`config.mk`:
```
export PLATFORM = sky130hd
export DESIGN_NAME = sprite_line_scheduler
export DESIGN_NICKNAME = d
export VERILOG_FILES = /design/src/rtl/sprite_pkg.sv /design/src/rtl/sprite_attr_table.sv /design/src/rtl/sprite_line_scheduler.sv
export SDC_FILE = /design/constraint.sdc
export NUM_CORES = 1
export LEC_CHECK = 0
export ABC_AREA = 1
export CAP_MARGIN = 20
export CORE_UTILIZATION = 45
export CTS_CLUSTER_DIAMETER = 100
export DETAILED_ROUTE_END_ITERATION = 16
export GPL_TIMING_DRIVEN = 1
export PLACE_DENSITY = 0.67
export SYNTH_ARGS = -nofsm -noshare
export SYNTH_HDL_FRONTEND = slang
export SYNTH_SLANG_ARGS = --single-unit
```
`constraint.sdc`:
```
create_clock -name i_Clk -period 32.5 [get_ports i_Clk]
set_clock_uncertainty 0.2 [all_clocks]
set_input_delay 9.75 -clock i_Clk [delete_from_list [all_inputs] [get_ports i_Clk]]
set_output_delay 9.75 -clock i_Clk [all_outputs]
set_load 0.05 [all_outputs]
```
`src/rtl/sprite_pkg.sv`:
```
// Shared definitions for the sprite line scheduler: field codes, sizes, FSM states, records.
// Latency: n/a (definitions only).
// Backpressure: n/a.
package sprite_pkg;

   localparam logic [1:0] FLD_X   = 2'd0;
   localparam logic [1:0] FLD_Y   = 2'd1;
   localparam logic [1:0] FLD_NUM = 2'd2;
   localparam logic [1:0] FLD_EN  = 2'd3;

   localparam int SPRITE_W     = 16;
   localparam int LR_ENTRIES   = 256;
   localparam int MAX_PER_LINE = 4;

   typedef enum logic [2:0] {
      IDLE,
      CLEAR,
      SCAN,
      FETCH,
      DRAW,
      DONE
   } state_t;

   // One attribute-table entry as written by the CPU.
   typedef struct packed {
      logic [9:0] x;
      logic [9:0] y;
      logic [5:0] num;
      logic       en;
   } attr_t;

   // Per-line snapshot of a hit sprite: half-resolution x, sprite number, ROM row.
   typedef struct packed {
      logic [8:0] xh;
      logic [5:0] num;
      logic [2:0] row;
   } slot_t;

endpackage

```
`src/rtl/sprite_attr_table.sv`:
```
// Sprite attribute register file: one CPU field-write port, one combinational scan read port.
// Latency: writes visible on the read port the cycle after the strobe; reads are same-cycle.
// Backpressure: none; writes are always accepted.
module sprite_attr_table
   import sprite_pkg::*;
#(
   parameter  int NUM_SPRITES = 8,
   localparam int IDX_W       = $clog2(NUM_SPRITES)
) (
   input  logic             clock,
   input  logic             reset,
   input  logic             we,
   input  logic [IDX_W-1:0] idx,
   input  logic [1:0]       field,
   input  logic [9:0]       wdata,
   input  logic [IDX_W-1:0] rd_idx,
   output attr_t            rd_attr
);

   attr_t entry_q [NUM_SPRITES];

   // Field-granular CPU writes; reset disables every sprite and zeroes its fields.
   always_ff @(posedge clock or posedge reset) begin
      if (reset) begin
         for (int i = 0; i < NUM_SPRITES; i++) entry_q[i] <= '0;
      end else if (we) begin
         case (field)
            FLD_X:   entry_q[idx].x   <= wdata;
            FLD_Y:   entry_q[idx].y   <= wdata;
            FLD_NUM: entry_q[idx].num <= wdata[5:0];
            default: entry_q[idx].en  <= wdata[0];
         endcase
      end
   end

   assign rd_attr = entry_q[rd_idx];

endmodule

```
`src/rtl/sprite_line_scheduler.sv`:
```
// Builds one line of sprite pixels into the line RAM back buffer: clear, scan, fetch/draw.
// Latency: 1+256+NUM_SPRITES+9*hits+1 cycles from i_line_start to o_done; ROM data used 1 cycle after address.
// Backpressure: none; i_line_start while busy aborts the build and restarts at CLEAR.
module sprite_line_scheduler #(
   parameter int NUM_SPRITES  = 8,
   parameter int MAX_PER_LINE = sprite_pkg::MAX_PER_LINE
) (
   input  logic                           i_Clk,
   input  logic                           reset,
   input  logic                           i_line_start,
   input  logic [9:0]                     i_next_row,
   input  logic                           i_bank,
   input  logic                           i_attr_we,
   input  logic [$clog2(NUM_SPRITES)-1:0] i_attr_idx,
   input  logic [1:0]                     i_attr_field,
   input  logic [9:0]                     i_attr_wdata,
   output logic [5:0]                     o_rom_sprite,
   output logic [2:0]                     o_rom_row,
   output logic [2:0]                     o_rom_col,
   input  logic [1:0]                     i_rom_pixel,
   output logic                           o_lr_write,
   output logic [10:0]                    o_lr_addr,
   output logic [1:0]                     o_lr_data,
   output logic                           o_busy,
   output logic                           o_done,
   output logic                           o_overflow
);
   import sprite_pkg::*;

   localparam int IDX_W  = $clog2(NUM_SPRITES);
   localparam int SIDX_W = (MAX_PER_LINE > 1) ? $clog2(MAX_PER_LINE) : 1;
   localparam int FILL_W = $clog2(MAX_PER_LINE + 1);

   state_t            state_q, state_nxt;
   logic [9:0]        row_q;
   logic              bank_q;
   logic [7:0]        clr_q;
   logic [IDX_W-1:0]  scan_q;
   logic [FILL_W-1:0] fill_q, fill_after;
   logic              ovf_line_q, ovf_q;
   slot_t             slot_q [MAX_PER_LINE];
   logic [SIDX_W-1:0] cur_q;
   logic [2:0]        col_q;
   logic              pend_vld_q;
   logic [7:0]        pend_addr_q;
   logic [5:0]        rom_sprite_q;
   logic [2:0]        rom_row_q, rom_col_q;

   attr_t             scan_attr;
   slot_t             cur_slot;
   logic [9:0]        dy;
   logic              hit, slots_full, slot_wr, scan_last;
   logic              spare_unused;

   sprite_attr_table #(.NUM_SPRITES(NUM_SPRITES)) u_attr (
      .clock   (i_Clk),
      .reset   (reset),
      .we      (i_attr_we),
      .idx     (i_attr_idx),
      .field   (i_attr_field),
      .wdata   (i_attr_wdata),
      .rd_idx  (scan_q),
      .rd_attr (scan_attr)
   );

   assign dy         = row_q - scan_attr.y;
   assign hit        = scan_attr.en && (dy < 10'(SPRITE_W));
   assign slots_full = (fill_q == FILL_W'(MAX_PER_LINE));
   assign slot_wr    = (state_q == SCAN) && hit && !slots_full;
   assign fill_after = fill_q + FILL_W'(slot_wr);
   assign scan_last  = (scan_q == IDX_W'(NUM_SPRITES - 1));
   assign cur_slot   = slot_q[cur_q];
   // x LSB is finer than a line RAM entry, and entries wrap mod 256, so these bits have no consumer.
   assign spare_unused = ^{scan_attr.x[0], cur_slot.xh[8]};

   // ROM address is live while fetching and otherwise holds the last fetched address.
   assign o_rom_sprite = (state_q == FETCH) ? cur_slot.num : rom_sprite_q;
   assign o_rom_row    = (state_q == FETCH) ? cur_slot.row : rom_row_q;
   assign o_rom_col    = (state_q == FETCH) ? col_q        : rom_col_q;
   assign o_busy       = (state_q != IDLE);
   assign o_done       = (state_q == DONE);
   assign o_overflow   = ovf_q;

   // State register.
   always_ff @(posedge i_Clk or posedge reset) begin
      if (reset) state_q <= IDLE;
      else       state_q <= state_nxt;
   end

   // Next state and line RAM write port; clear writes take priority over a stale pixel.
   always_comb begin
      state_nxt  = state_q;
      o_lr_write = 1'b0;
      o_lr_addr  = '0;
      o_lr_data  = '0;
      case (state_q)
         IDLE:    state_nxt = IDLE;
         CLEAR:   if (clr_q == 8'(LR_ENTRIES - 1)) state_nxt = SCAN;
         SCAN:    if (scan_last) state_nxt = (fill_after == '0) ? DONE : FETCH;
         FETCH:   if (col_q == 3'd7) state_nxt = DRAW;
         DRAW:    state_nxt = (cur_q == '0) ? DONE : FETCH;
         DONE:    state_nxt = IDLE;
         default: state_nxt = IDLE;
      endcase
      if (i_line_start) state_nxt = CLEAR;

      if (state_q == CLEAR) begin
         o_lr_write = 1'b1;
         o_lr_addr  = {2'b00, bank_q, clr_q};
      end else if (pend_vld_q) begin
         o_lr_write = (i_rom_pixel != 2'b00);
         o_lr_addr  = {2'b00, bank_q, pend_addr_q};
         o_lr_data  = i_rom_pixel;
      end
   end

   // Build datapath: counters, slot snapshots, overflow flag and the one-cycle pixel write pipeline.
   always_ff @(posedge i_Clk or posedge reset) begin
      if (reset) begin
         row_q        <= '0;
         bank_q       <= 1'b0;
         clr_q        <= '0;
         scan_q       <= '0;
         fill_q       <= '0;
         ovf_line_q   <= 1'b0;
         ovf_q        <= 1'b0;
         cur_q        <= '0;
         col_q        <= '0;
         pend_vld_q   <= 1'b0;
         pend_addr_q  <= '0;
         rom_sprite_q <= '0;
         rom_row_q    <= '0;
         rom_col_q    <= '0;
         for (int i = 0; i < MAX_PER_LINE; i++) slot_q[i] <= '0;
      end else begin
         pend_vld_q <= 1'b0;
         if (state_q == FETCH) begin
            rom_sprite_q <= cur_slot.num;
            rom_row_q    <= cur_slot.row;
            rom_col_q    <= col_q;
         end
         if (i_line_start) begin
            row_q      <= i_next_row;
            bank_q     <= i_bank;
            clr_q      <= '0;
            scan_q     <= '0;
            fill_q     <= '0;
            ovf_line_q <= 1'b0;
         end else begin
            case (state_q)
               CLEAR: clr_q <= clr_q + 8'd1;
               SCAN: begin
                  scan_q <= scan_q + IDX_W'(1);
                  if (slot_wr) begin
                     slot_q[fill_q[SIDX_W-1:0]] <= slot_t'{xh: scan_attr.x[9:1], num: scan_attr.num, row: dy[3:1]};
                     fill_q <= fill_after;
                  end
                  if (hit && slots_full) ovf_line_q <= 1'b1;
                  if (scan_last) begin
                     ovf_q <= ovf_line_q | (hit && slots_full);
                     cur_q <= SIDX_W'(fill_after - FILL_W'(1));
                     col_q <= '0;
                  end
               end
               FETCH: begin
                  col_q       <= col_q + 3'd1;
                  pend_vld_q  <= 1'b1;
                  pend_addr_q <= cur_slot.xh[7:0] + {5'd0, col_q};
               end
               DRAW: begin
                  cur_q <= cur_q - SIDX_W'(1);
                  col_q <= '0;
               end
               default: ;
            endcase
         end
      end
   end

endmodule
```
==> impl_table.tex, run 1 <==
\begin{tabular}{lr}
\hline
Metric & Value \\
\hline
\multicolumn{2}{l}{\textbf{Route}} \\
\quad Routed vias & 14100 \\
\quad Antenna Violating Nets Remaining & 0 \\
\quad Detailed Route WL & 45400 um \\
\quad Number of DRC markers in iteration 0 & 1285 \\
\quad Vias per std cell & 5.69 \\
\quad Number of search-and-repair iterations in the first detailed-routing pass & 6 \\
\quad DRC violations left & 0 \\
\quad Wire per inst & 18.4 um \\
\multicolumn{2}{l}{\textbf{Timing}} \\
\quad Maximum achievable frequency & 47.2 MHz \\
\quad Crit path setup slack, layout & 11.32 ns \\
\quad Hold violation total from the final report & 0 \\
\quad Number of max-slew violations in the final report & 0 \\
\quad Measured slew at the worst slew-check pin & 1.15 ns \\
\quad Sum of negative setup slack & 0 ns \\
\quad Setup repair after global routing missed its margin & false \\
\quad Hold\_ws & 0.272 ns \\
\quad Final worst path period share & 65.2\% \\
\quad Normalized max-slew margin & 22.8\% \\
\quad \# setup viols final & 0 \\
\quad Final critical delay including setup and external delays & 21.18 ns \\
\multicolumn{2}{l}{\textbf{Critical path}} \\
\quad Kind of start point of the critical path & input port \\
\quad Count of buffering cells on the critical path with inverters included & 2 \\
\quad Endpoint type of the worst setup path & output pin \\
\quad Peak fanout along the critical path & 2 \\
\quad Worst-case register-to-register setup slack & 27.04 ns \\
\quad Crit-path slowest cell & clkdlybuf4s50\_1 \\
\quad R2R cell count & 24 \\
\quad Data arrival at the endpoint of the critical path & 11.23 ns \\
\quad Req. time, crit path & 22.55 ns \\
\quad Cell-by-cell trace of the critical path & clkdlybuf4s50\_1 > o21ai\_0 > nand2\_1 > clkdlybuf4s50\_1 \\
\quad Most Frequent Cell on Critical Path & clkdlybuf4s50\_1 \\
\quad Worst reg2reg path endpoint & state\_q[2]\$\_DFFE\_PP0P\_ \\
\quad Maximum cell stage delay along the critical path & 0.81 ns \\
\quad Crit-path leading delay family & buffers and inverters \\
\quad Beginning of the worst register-to-register path & scan\_q[0]\$\_DFFE\_PP0P\_ \\
\quad Start point of the critical path & i\_rom\_pixel[1] \\
\quad Type of the setup path with the least slack & in2out \\
\multicolumn{2}{l}{\textbf{Floorplanning}} \\
\quad Total core area & 0.0349 mm2 \\
\quad Initial Utilization & 46.2\% \\
\quad Die footprint & 0.0366 mm2 \\
\quad Overall die height & 191 um \\
\quad Number of cell rows & 68 \\
\quad DIE WIDTH & 191 um \\
\quad I/O pin total & 61 \\
\multicolumn{2}{l}{\textbf{Power}} \\
\quad Pwr/cell area & 74.8 mW/mm2 \\
\quad Power, Total & 1.35 mW \\
\quad Share of total power in combinational logic & 30.3\% \\
\quad Largest vdd supply drop & 0.0552 mV \\
\quad Share of total power in sequential cells & 39.2\% \\
\quad Switching portion of total power & 36.7\% \\
\quad Reported net switching power & 0.498 mW \\
\quad Clk pwr share & 30.5\% \\
\quad Leakage power figure & 8.45 nW \\
\quad Cell internal power dissipation & 0.857 mW \\
\multicolumn{2}{l}{\textbf{GRT}} \\
\quad Global-route wire length before repair & 73300 um \\
\quad Via count of the first global-routing pass & 13300 \\
\quad Antenna violations before repair & 0 \\
\quad Largest net degree at the start of global routing & 143 \\
\quad Aggregate global routing overflow & 0 \\
\quad Total track usage & 25.4\% \\
\multicolumn{2}{l}{\textbf{Clocking}} \\
\quad Root Buffer Master & clkbuf\_16 \\
\quad Max clock buf depth & 3 \\
\quad Clock tree from TritonCTS & yes \\
\quad H-Tree Depth & 2 \\
\quad Post-cts repair resize count & 0 \\
\quad Clock latency on the worst-skew pair & 0.53 ns \\
\quad Clock slew at the register clock pins of the worst setup and hold paths & 0.06 ns \\
\quad Buffers inserted during post-CTS setup optimization & 0 \\
\quad Number of buffers added by the clock tree synthesis step & 37 \\
\quad Clock net sink count & 324 \\
\quad Quantity of hold-fixing buffers added after cts & 0 \\
\multicolumn{2}{l}{\textbf{Place}} \\
\quad Standard cell area after detailed placement & 0.0169 mm2 \\
\quad Setup Slack @ Placement & 11.30 ns \\
\quad Count of input and output buffers & 58 \\
\quad Routability-driven placement congestion ratio & 0.884 \\
\quad HPWL after detailed placement & 29400 um \\
\multicolumn{2}{l}{\textbf{Final layout}} \\
\quad Commonest non-fill, non-tap cell in the layout & nand2\_1 \\
\quad Area Overhead vs Synth & 12.3\% \\
\quad Cell area after layout & 0.0181 mm2 \\
\quad Highest-count cells in the layout ignoring fill and taps & nand2\_1 (384), dfrtp\_1 (322), nor2\_1 (253) \\
\quad Filler cells & 3340 \\
\quad Final \#Nets & 2041 \\
\quad Multi-input logic area & 0.00679 mm2 \\
\quad Antenna fix cells & 0 \\
\quad Sequential cell area in the final layout & 0.00811 mm2 \\
\quad Share of cells above drive strength 1 & 5.65\% \\
\multicolumn{2}{l}{\textbf{Yosys}} \\
\quad Post-synth ARST share & 100\% \\
\quad Biggest area contributors in the synthesized netlist & dfrtp\_1 (50\%), nand2\_1 (8.9\%), o21ai\_0 (6.6\%) \\
\quad Number of synthesized flops with an enable pin & 0 \\
\quad Most common flop cell mapped by yosys & dfrtp\_1 \\
\quad Number of distinct library cells after synthesis & 48 \\
\quad Cell taking the most area after synthesis & dfrtp\_1 \\
\quad Post-synthesis average cell area & 8.11 um2 \\
\quad Number of warnings issued by yosys & 0 \\
\quad Part of the Yosys area used for sequential elements & 50.3\% \\
\quad Number of synthesized register bits & 324 \\
\quad Synth Instances & 1987 \\
\quad Post-synthesis instance area & 0.0161 mm2 \\
\quad Yosys top cell area share & 50.3\% \\
\multicolumn{2}{l}{\textbf{Job}} \\
\quad Max cap viols & 0 \\
\multicolumn{2}{l}{\textbf{Hold path}} \\
\quad Type of the worst min-delay path & reg2reg \\
\quad Hold Startpoint & slot\_q[43]\$\_DFFE\_PP0P\_ \\
\quad End point of the most critical hold path & slot\_q[43]\$\_DFFE\_PP0P\_ \\
\quad Hold Path Depth & 2 \\
\multicolumn{2}{l}{\textbf{Outcome}} \\
\quad Outcome & finished clean \\
\hline
\end{tabular}
==> cell usage after synthesis, types with 5 or more instances <==
cell type and number:
nor2_1 255, nand3_1 129, o21ai_1 5, o22ai_1 5, ha_1 18, inv_1 159
buf_1 9, buf_6 14, a21oi_1 167, o211ai_1 41, nor3_1 12, a22oi_1 44
nand2_1 384, o21ai_0 212, dfrtp_1 324, inv_2 12, a31oi_1 30, clkbuf_1 86
o221ai_1 20, clkinv_1 5
==> power by group through the flow <==
| stage | logic (mW) | registers (mW) | clock network [mW] |
|---|---|---|---|
| 6_report | 0.411 | 0.531 | 0.412 |
| 5_1_grt | 0.458 | 0.540 | 0.436 |
| 4_1_cts | 0.412 | 0.530 | 0.419 |
| 3_5_place_dp | 0.410 | 0.537 | 0 |
| 3_3_place_gp | 0.402 | 0.534 | 0 |
| 2_1_floorplan | 0.309 | 0.517 | 0 |
==> state kept, by name (all words and copies together) (netlist names) <==
name and cells:
u_attr.entry_q 200, o_overflow 1, state_q 3, bank_q 1, rom_col_q 3, pend_addr_q 8, slot_q 68, row_q 10
fill_q 3, cur_q 2, rom_sprite_q 6, rom_row_q 3, pend_vld_q 1, col_q 3, clr_q 8, scan_q 3
ovf_line_q 1
==> per-layer routing <==
| metal | vias to the layer above | global-route usage [%] | wire length [um] |
|---|---|---|---|
| met4 | 0 | 7.33 | 1020 |
| met1 | 6848 | 34.4 | 19500 |
| li1 | 6652 | - | - |
| met2 | 489 | 42.1 | 21800 |
| met5 | - | 0 | 0 |
| met3 | 68 | 3.75 | 3040 |
==> worst max path at each step <==
| stage | to | cells after the start |
|---|---|---|
| after floorplan | o_lr_write | 2 |
| after detailed placement | o_lr_write | 4 |
| after global placement | o_lr_write | 4 |
| after CTS | o_lr_write | 4 |
| final | o_lr_write | 4 |
| after global routing | o_lr_write | 4 |
==> worst reg2reg max path, delay by kind of cell, from the launching register on <==
family          cells  cell delay, ns
compound gates      8            1.78
flops               1            0.97
fa+ha+maj           3            0.69
simple gates        7            0.72
buf+inv             6            1.04
==> cells by family (layout without fill, tap and decap cells) <==
| family | after synthesis | after routing | share of synthesized area, % |
|---|---|---|---|
| flops | 324 | 324 | 50.3 |
| compound gates | 537 | 537 | 19.0 |
| simple gates | 803 | 803 | 20.9 |
| buf+inv | 293 | 321 | 7.60 |
| mux | 2 | 2 | 0.140 |
| other cells | 1 | 2 | 0.0233 |
| xor+xnor | 7 | 7 | 0.380 |
| fa+ha+maj | 20 | 20 | 1.65 |
==> final cells by class <==
type	instances	share of cell area [%]
flip-flops and latches	324	44.8
multi-input cells	1371	37.5
clock buffers	55	5.94
repair buffers	79	4.19
inverters	176	3.69
well taps	455	3.15
clock inverters	11	0.678
==> through the flow <==
| stage | std cells | util (%) |
|---|---|---|
| 3_5_place_dp | 2404 | 48.4 |
| 2_1_floorplan | 1988 | - |
| 5_1_grt | 2471 | 51.9 |
| 3_3_place_gp | 2404 | 48.4 |
| 4_1_cts | 2470 | 51.8 |
| 6_report | 2471 | 51.9 |
Power figures use the tool's default switching activity.
==> run 2, diff against run 1 <==
Settings changed: PLACE_DENSITY 0.67 to 0.69.
Clock period 32.5 ns to 18.4 ns, I/O delays scaled along.
==> run 2 against run 1 <==
  * Via count is 0.43% higher
  * Cell area hardly changed
  * Register-to-register slack worse by 14 ns
  * Clock-buffer cell count is 3 higher
  * Sequential share of layout area hardly changed
  * Sequential cell count stayed put
  * Hold slack better by 0.0051 ns
  * Clock power is 80% higher
  * Final cell count is 0.16% lower
  * Sequential power is 77% higher
  * Total power is 77% higher
  * Setup slack worse by 5.6 ns
  * Largest cell class unchanged
  * Largest power group unchanged
  * Highest routed layer unchanged
==> impl_table.tex, run 2 (synthesized netlist as in run 1, its figures left out) <==
\begin{tabular}{lr}
\hline
Metric & Value \\
\hline
\multicolumn{2}{l}{\textbf{Clocking}} \\
\quad Max clock buf depth & 3 \\
\quad Post-cts repair resize count & 0 \\
\quad Clock slew at the register clock pins of the worst setup and hold paths & 0.06 ns \\
\quad Quantity of hold-fixing buffers added after cts & 0 \\
\quad Buffers inserted during post-CTS setup optimization & 0 \\
\quad H-Tree Depth & 2 \\
\quad Clock tree from TritonCTS & yes \\
\quad Clock net sink count & 324 \\
\quad Number of buffers added by the clock tree synthesis step & 37 \\
\quad Root Buffer Master & clkbuf\_16 \\
\quad Clock latency on the worst-skew pair & 0.51 ns \\
\multicolumn{2}{l}{\textbf{Final layout}} \\
\quad Area Overhead vs Synth & 12.3\% \\
\quad Commonest non-fill, non-tap cell in the layout & nand2\_1 \\
\quad Final Util & 51.9\% \\
\quad Largest registers & u\_attr.entry\_q x200, slot\_q x68, row\_q x10 \\
\quad Flip-flop count of the largest register after layout & 200 \\
\quad Antenna fix cells & 0 \\
\quad Highest-count cells in the layout ignoring fill and taps & nand2\_1 (384), dfrtp\_1 (322), nor2\_1 (252) \\
\quad Reg with most FFs & u\_attr.entry\_q \\
\quad Final \#Nets & 2040 \\
\quad Share of cells above drive strength 1 & 5.47\% \\
\multicolumn{2}{l}{\textbf{Critical path}} \\
\quad Data arrival at the endpoint of the critical path & 7.00 ns \\
\quad Beginning of the worst register-to-register path & scan\_q[0]\$\_DFFE\_PP0P\_ \\
\quad Endpoint type of the worst setup path & output pin \\
\quad Maximum cell stage delay along the critical path & 0.80 ns \\
\quad Worst reg2reg path endpoint & state\_q[1]\$\_DFFE\_PP0P\_ \\
\quad Peak fanout along the critical path & 2 \\
\quad Type of the setup path with the least slack & in2out \\
\quad Crit-path slowest cell & clkdlybuf4s50\_1 \\
\quad Cell-by-cell trace of the critical path & clkdlybuf4s50\_1 > o21ai\_0 > nand2\_1 > clkdlybuf4s50\_1 \\
\quad R2R cell count & 24 \\
\quad Most Frequent Cell on Critical Path & clkdlybuf4s50\_1 \\
\quad Req. time, crit path & 12.68 ns \\
\quad Kind of start point of the critical path & input port \\
\quad Worst-case register-to-register setup slack & 12.87 ns \\
\multicolumn{2}{l}{\textbf{Place}} \\
\quad Setup Slack @ Placement & 5.67 ns \\
\quad Count of input and output buffers & 58 \\
\quad Routability-driven placement congestion ratio & 0.869 \\
\quad HPWL after detailed placement & 29600 um \\
\multicolumn{2}{l}{\textbf{Route}} \\
\quad DRC violations left & 0 \\
\quad Vias per std cell & 5.72 \\
\quad Wire per inst & 18.6 um \\
\quad Routed vias & 14100 \\
\quad Number of DRC markers in iteration 0 & 1394 \\
\quad Antenna Violating Nets Remaining & 0 \\
\quad Number of search-and-repair iterations in the first detailed-routing pass & 6 \\
\quad Detailed Route WL & 45800 um \\
\multicolumn{2}{l}{\textbf{Power}} \\
\quad Reported net switching power & 0.875 mW \\
\quad Switching portion of total power & 36.4\% \\
\quad Share of total power in combinational logic & 29.9\% \\
\quad Power, Total & 2.40 mW \\
\quad Leakage power figure & 8.44 nW \\
\quad Pwr/cell area & 133 mW/mm2 \\
\quad Largest vdd supply drop & 0.0978 mV \\
\quad Cell internal power dissipation & 1.53 mW \\
\quad Share of total power in sequential cells & 39.2\% \\
\quad Clk pwr share & 30.8\% \\
\multicolumn{2}{l}{\textbf{Outcome}} \\
\quad Outcome & finished clean \\
\multicolumn{2}{l}{\textbf{GRT}} \\
\quad Largest net degree at the start of global routing & 137 \\
\quad Total track usage & 25.6\% \\
\quad Via count of the first global-routing pass & 13400 \\
\quad Aggregate global routing overflow & 0 \\
\quad Global-route wire length before repair & 73900 um \\
\quad Antenna violations before repair & 0 \\
\multicolumn{2}{l}{\textbf{Timing}} \\
\quad Measured slew at the worst slew-check pin & 1.02 ns \\
\quad Final worst path period share & 69.1\% \\
\quad Normalized max-slew margin & 31.9\% \\
\quad Sum of negative setup slack & 0 ns \\
\quad Hold violation total from the final report & 0 \\
\quad Number of max-slew violations in the final report & 0 \\
\quad Maximum achievable frequency & 78.6 MHz \\
\quad Final critical delay including setup and external delays & 12.72 ns \\
\quad Crit path setup slack, layout & 5.68 ns \\
\quad Setup repair after global routing missed its margin & false \\
\quad \# setup viols final & 0 \\
\multicolumn{2}{l}{\textbf{Hold path}} \\
\quad Type of the worst min-delay path & reg2reg \\
\quad Hold Path Depth & 2 \\
\quad End point of the most critical hold path & slot\_q[42]\$\_DFFE\_PP0P\_ \\
\quad Hold Startpoint & slot\_q[42]\$\_DFFE\_PP0P\_ \\
\multicolumn{2}{l}{\textbf{Floorplanning}} \\
\quad Total core area & 0.0349 mm2 \\
\quad Overall die height & 191 um \\
\quad I/O pin total & 61 \\
\quad Die footprint & 0.0366 mm2 \\
\quad DIE WIDTH & 191 um \\
\quad Number of cell rows & 68 \\
\quad Initial Utilization & 46.2\% \\
\multicolumn{2}{l}{\textbf{Job}} \\
\quad Max cap viols & 0 \\
\hline
\end{tabular}
run 2: routing by layer:
metal / GRT usage, % / part of all wire (%)
met2: 41.2 / 46
met5: 0 / 0
met4: 7.17 / 2.4
met1: 35.7 / 44
met3: 3.95 / 7.3
run 2: metrics by stage:
step                      instances  hold WS [ns]  area (um2)
after floorplan                1988         0.242       16100
after global placement         2402         0.258       16900
after detailed placement       2404         0.261       16900
after CTS                      2467         0.277       18100
after global routing           2467         0.294       18100
final                          2467         0.277       18100
run 2: worst max-delay path by stage:
| stage | start | to | slack (ns) | depth (start not counted) |
|---|---|---|---|---|
| floorplan | reset | bank_q$_DFFE_PP0P_ | 3.71 | 1 |
| global placement | i_rom_pixel[0] | o_lr_write | 5.66 | 4 |
| detailed placement | i_rom_pixel[1] | o_lr_write | 5.67 | 4 |
| CTS | i_rom_pixel[1] | o_lr_write | 5.67 | 4 |
| global route | i_rom_pixel[0] | o_lr_write | 5.64 | 4 |
| finish | i_rom_pixel[1] | o_lr_write | 5.68 | 4 |
run 2: worst max-delay path, delay by kind of cell:
family / cells / cell delay [ns]
and+or+nand+nor: 1 / 0.09
buffers and inverters: 2 / 1.31
AOI/OAI and AO/OA: 1 / 0.08
run 2: layout make-up:
class                   instances  area [um2]
clock buffers                  58        1090
fillers                      3296       16800
flip-flops and latches        324        8110
well taps                     455         569
inverters                     176         668
repair buffers                 78         747
multi-input cells            1371        6790
clock inverters                 5         104
run 2: power groups by stage:
stage	combinational [mW]	sequential [mW]	clock, mW
after floorplan	0.546	0.913	0
after global placement	0.700	0.947	0
after detailed placement	0.714	0.952	0
after CTS	0.717	0.940	0.750
after global routing	0.803	0.957	0.775
final	0.719	0.942	0.740
==> run 3, diff against run 2 <==
Settings changed: PLACE_DENSITY 0.69 to 0.67.
Clock period 18.4 ns to 12.15 ns, I/O delays scaled along.
==> run 3 against run 2 <==
  * Sequential cell count is the same
  * Register-to-register slack worse by 6.0 ns
  * Critical path depth stayed put
  * Hold slack worse by 0.00063 ns
  * Critical path type unchanged
  * Largest cell class unchanged
==> impl_table.tex, run 3 (synthesized netlist as in run 1, its figures left out) <==
\begin{tabular}{lr}
\hline
Metric & Value \\
\hline
\multicolumn{2}{l}{\textbf{Final layout}} \\
\quad Sequential cell area in the final layout & 0.00811 mm2 \\
\quad Highest-count cells in the layout ignoring fill and taps & nand2\_1 (384), dfrtp\_1 (322), nor2\_1 (253) \\
\quad Final \#Nets & 2041 \\
\quad Area Overhead vs Synth & 12.4\% \\
\quad Final Util & 51.9\% \\
\quad Reg with most FFs & u\_attr.entry\_q \\
\quad Share of cells above drive strength 1 & 5.75\% \\
\quad Filler cells & 3285 \\
\quad Largest registers & u\_attr.entry\_q x200, slot\_q x68, row\_q x10 \\
\quad Commonest non-fill, non-tap cell in the layout & nand2\_1 \\
\quad Multi-input logic area & 0.00680 mm2 \\
\quad Flip-flop count of the largest register after layout & 200 \\
\quad Antenna fix cells & 0 \\
\multicolumn{2}{l}{\textbf{Power}} \\
\quad Reported net switching power & 1.34 mW \\
\quad Switching portion of total power & 36.7\% \\
\quad Cell internal power dissipation & 2.30 mW \\
\quad Largest vdd supply drop & 0.142 mV \\
\quad Pwr/cell area & 201 mW/mm2 \\
\quad Share of total power in sequential cells & 39.0\% \\
\quad Clk pwr share & 30.6\% \\
\quad Share of total power in combinational logic & 30.4\% \\
\quad Leakage power figure & 8.45 nW \\
\multicolumn{2}{l}{\textbf{Critical path}} \\
\quad Maximum cell stage delay along the critical path & 0.80 ns \\
\quad Data arrival at the endpoint of the critical path & 5.12 ns \\
\quad Cell-by-cell trace of the critical path & clkdlybuf4s50\_1 > o21ai\_0 > nand2\_1 > clkdlybuf4s50\_1 \\
\quad Crit-path slowest cell & clkdlybuf4s50\_1 \\
\quad Most Frequent Cell on Critical Path & clkdlybuf4s50\_1 \\
\quad Number of cells on the critical path & 4 \\
\quad Crit-path leading delay family & buffers and inverters \\
\quad Endpoint type of the worst setup path & output pin \\
\quad R2R cell count & 24 \\
\quad Peak fanout along the critical path & 2 \\
\quad Type of the setup path with the least slack & in2out \\
\quad Kind of start point of the critical path & input port \\
\quad Req. time, crit path & 8.30 ns \\
\quad Count of buffering cells on the critical path with inverters included & 2 \\
\multicolumn{2}{l}{\textbf{Outcome}} \\
\quad Outcome & finished clean \\
\multicolumn{2}{l}{\textbf{Timing}} \\
\quad Hold\_ws & 0.277 ns \\
\quad Final critical delay including setup and external delays & 8.96 ns \\
\quad Hold violation total from the final report & 0 \\
\quad Maximum achievable frequency & 112 MHz \\
\quad \# setup viols final & 0 \\
\quad Measured slew at the worst slew-check pin & 1.05 ns \\
\quad Sum of negative setup slack & 0 ns \\
\quad Final worst path period share & 73.7\% \\
\quad Number of max-slew violations in the final report & 0 \\
\quad Normalized max-slew margin & 29.4\% \\
\quad Crit path setup slack, layout & 3.19 ns \\
\quad Setup repair after global routing missed its margin & false \\
\multicolumn{2}{l}{\textbf{Clocking}} \\
\quad Max clock buf depth & 3 \\
\quad Post-cts repair resize count & 0 \\
\quad Quantity of hold-fixing buffers added after cts & 0 \\
\quad Clock slew at the register clock pins of the worst setup and hold paths & 0.05 ns \\
\quad Buffers inserted during post-CTS setup optimization & 0 \\
\quad Clock net sink count & 324 \\
\quad Clock latency on the worst-skew pair & 0.52 ns \\
\quad Number of buffers added by the clock tree synthesis step & 38 \\
\quad Clock tree from TritonCTS & yes \\
\quad H-Tree Depth & 2 \\
\quad Root Buffer Master & clkbuf\_16 \\
\multicolumn{2}{l}{\textbf{GRT}} \\
\quad Top Usage Layer GRT & met2 \\
\quad Antenna violations before repair & 0 \\
\quad Via count of the first global-routing pass & 13600 \\
\quad Global-route wire length before repair & 74000 um \\
\quad GR Util met1 & 35.2\% \\
\quad Total track usage & 25.6\% \\
\quad Largest net degree at the start of global routing & 155 \\
\quad M2 GR Usage & 42.1\% \\
\quad Aggregate global routing overflow & 0 \\
\quad Met3 global-route usage & 3.14\% \\
\multicolumn{2}{l}{\textbf{Hold path}} \\
\quad Type of the worst min-delay path & reg2reg \\
\quad Hold Path Depth & 2 \\
\multicolumn{2}{l}{\textbf{Route}} \\
\quad Antenna Violating Nets Remaining & 0 \\
\quad Vias per std cell & 5.73 \\
\quad DRC violations left & 0 \\
\quad Wire per inst & 18.6 um \\
\quad Number of search-and-repair iterations in the first detailed-routing pass & 5 \\
\quad Detailed Route WL & 46000 um \\
\quad Number of DRC markers in iteration 0 & 1487 \\
\quad Routed vias & 14200 \\
\multicolumn{2}{l}{\textbf{Floorplanning}} \\
\quad Total core area & 0.0349 mm2 \\
\quad DIE WIDTH & 191 um \\
\quad Die footprint & 0.0366 mm2 \\
\quad Overall die height & 191 um \\
\quad Initial Utilization & 46.2\% \\
\quad I/O pin total & 61 \\
\quad Number of cell rows & 68 \\
\multicolumn{2}{l}{\textbf{Place}} \\
\quad Setup Slack @ Placement & 3.16 ns \\
\quad Count of input and output buffers & 58 \\
\quad HPWL after detailed placement & 29600 um \\
\quad Routability-driven placement congestion ratio & 0.898 \\
\multicolumn{2}{l}{\textbf{Job}} \\
\quad Max cap viols & 0 \\
\hline
\end{tabular}
-- run 3: power by group through the flow --
| stage | Clock, mW | Combinational [mW] | Sequential [mW] |
|---|---|---|---|
| floorplan | 0 | 0.827 | 1.38 |
| finish | 1.11 | 1.11 | 1.42 |
| global route | 1.18 | 1.24 | 1.44 |
| global placement | 0 | 1.08 | 1.42 |
| CTS | 1.13 | 1.11 | 1.41 |
| detailed placement | 0 | 1.10 | 1.43 |
-- run 3: metal layers --
layer	vias up	part of all wire, %	wire [um]
met1	6897	44	20200
met3	82	6.3	2910
met5	-	0	0
met2	526	47	21600
li1	6650	-	-
met4	0	2.6	1200
-- run 3: worst min-delay path, delay by kind of cell (launching register included) --
kind | cells | cell delay (ns)
flip-flops | 1 | 0.34
AND/OR/NAND/NOR | 2 | 0.11
-- run 3: area by class of cell --
cell class / instances / area share, %
sequential: 324 / 44.8
multi-input combinational: 1371 / 37.5
clock buffer: 59 / 6.30
timing repair buffer: 78 / 4.17
inverter: 176 / 3.67
tap: 455 / 3.14
clock inverter: 9 / 0.421
-- run 3: final timing paths --
check                                        from                        endpoint  slack, ns
hold reg to reg            slot_q[40]$_DFFE_PP0P_          slot_q[40]$_DFFE_PP0P_       0.28
min in group asynchronous                   reset            row_q[6]$_DFFE_PP0P_       3.51
setup reg to reg            scan_q[0]$_DFFE_PP0P_          state_q[2]$_DFFE_PP0P_       6.83
max in group asynchronous                   reset  u_attr.entry_q[99]$_DFFE_PP0P_       6.80
hold / removal             slot_q[40]$_DFFE_PP0P_          slot_q[40]$_DFFE_PP0P_       0.28
setup / recovery                   i_rom_pixel[0]                      o_lr_write       3.19
-- run 3: metrics by stage --
step / std cells / area [um2] / total power, mW
after floorplan: 1988 / 16100 / 2.21
after global placement: 2402 / 16900 / 2.50
after detailed placement: 2402 / 16900 / 2.53
after CTS: 2470 / 18100 / 3.65
after global routing: 2472 / 18100 / 3.86
final: 2472 / 18100 / 3.64
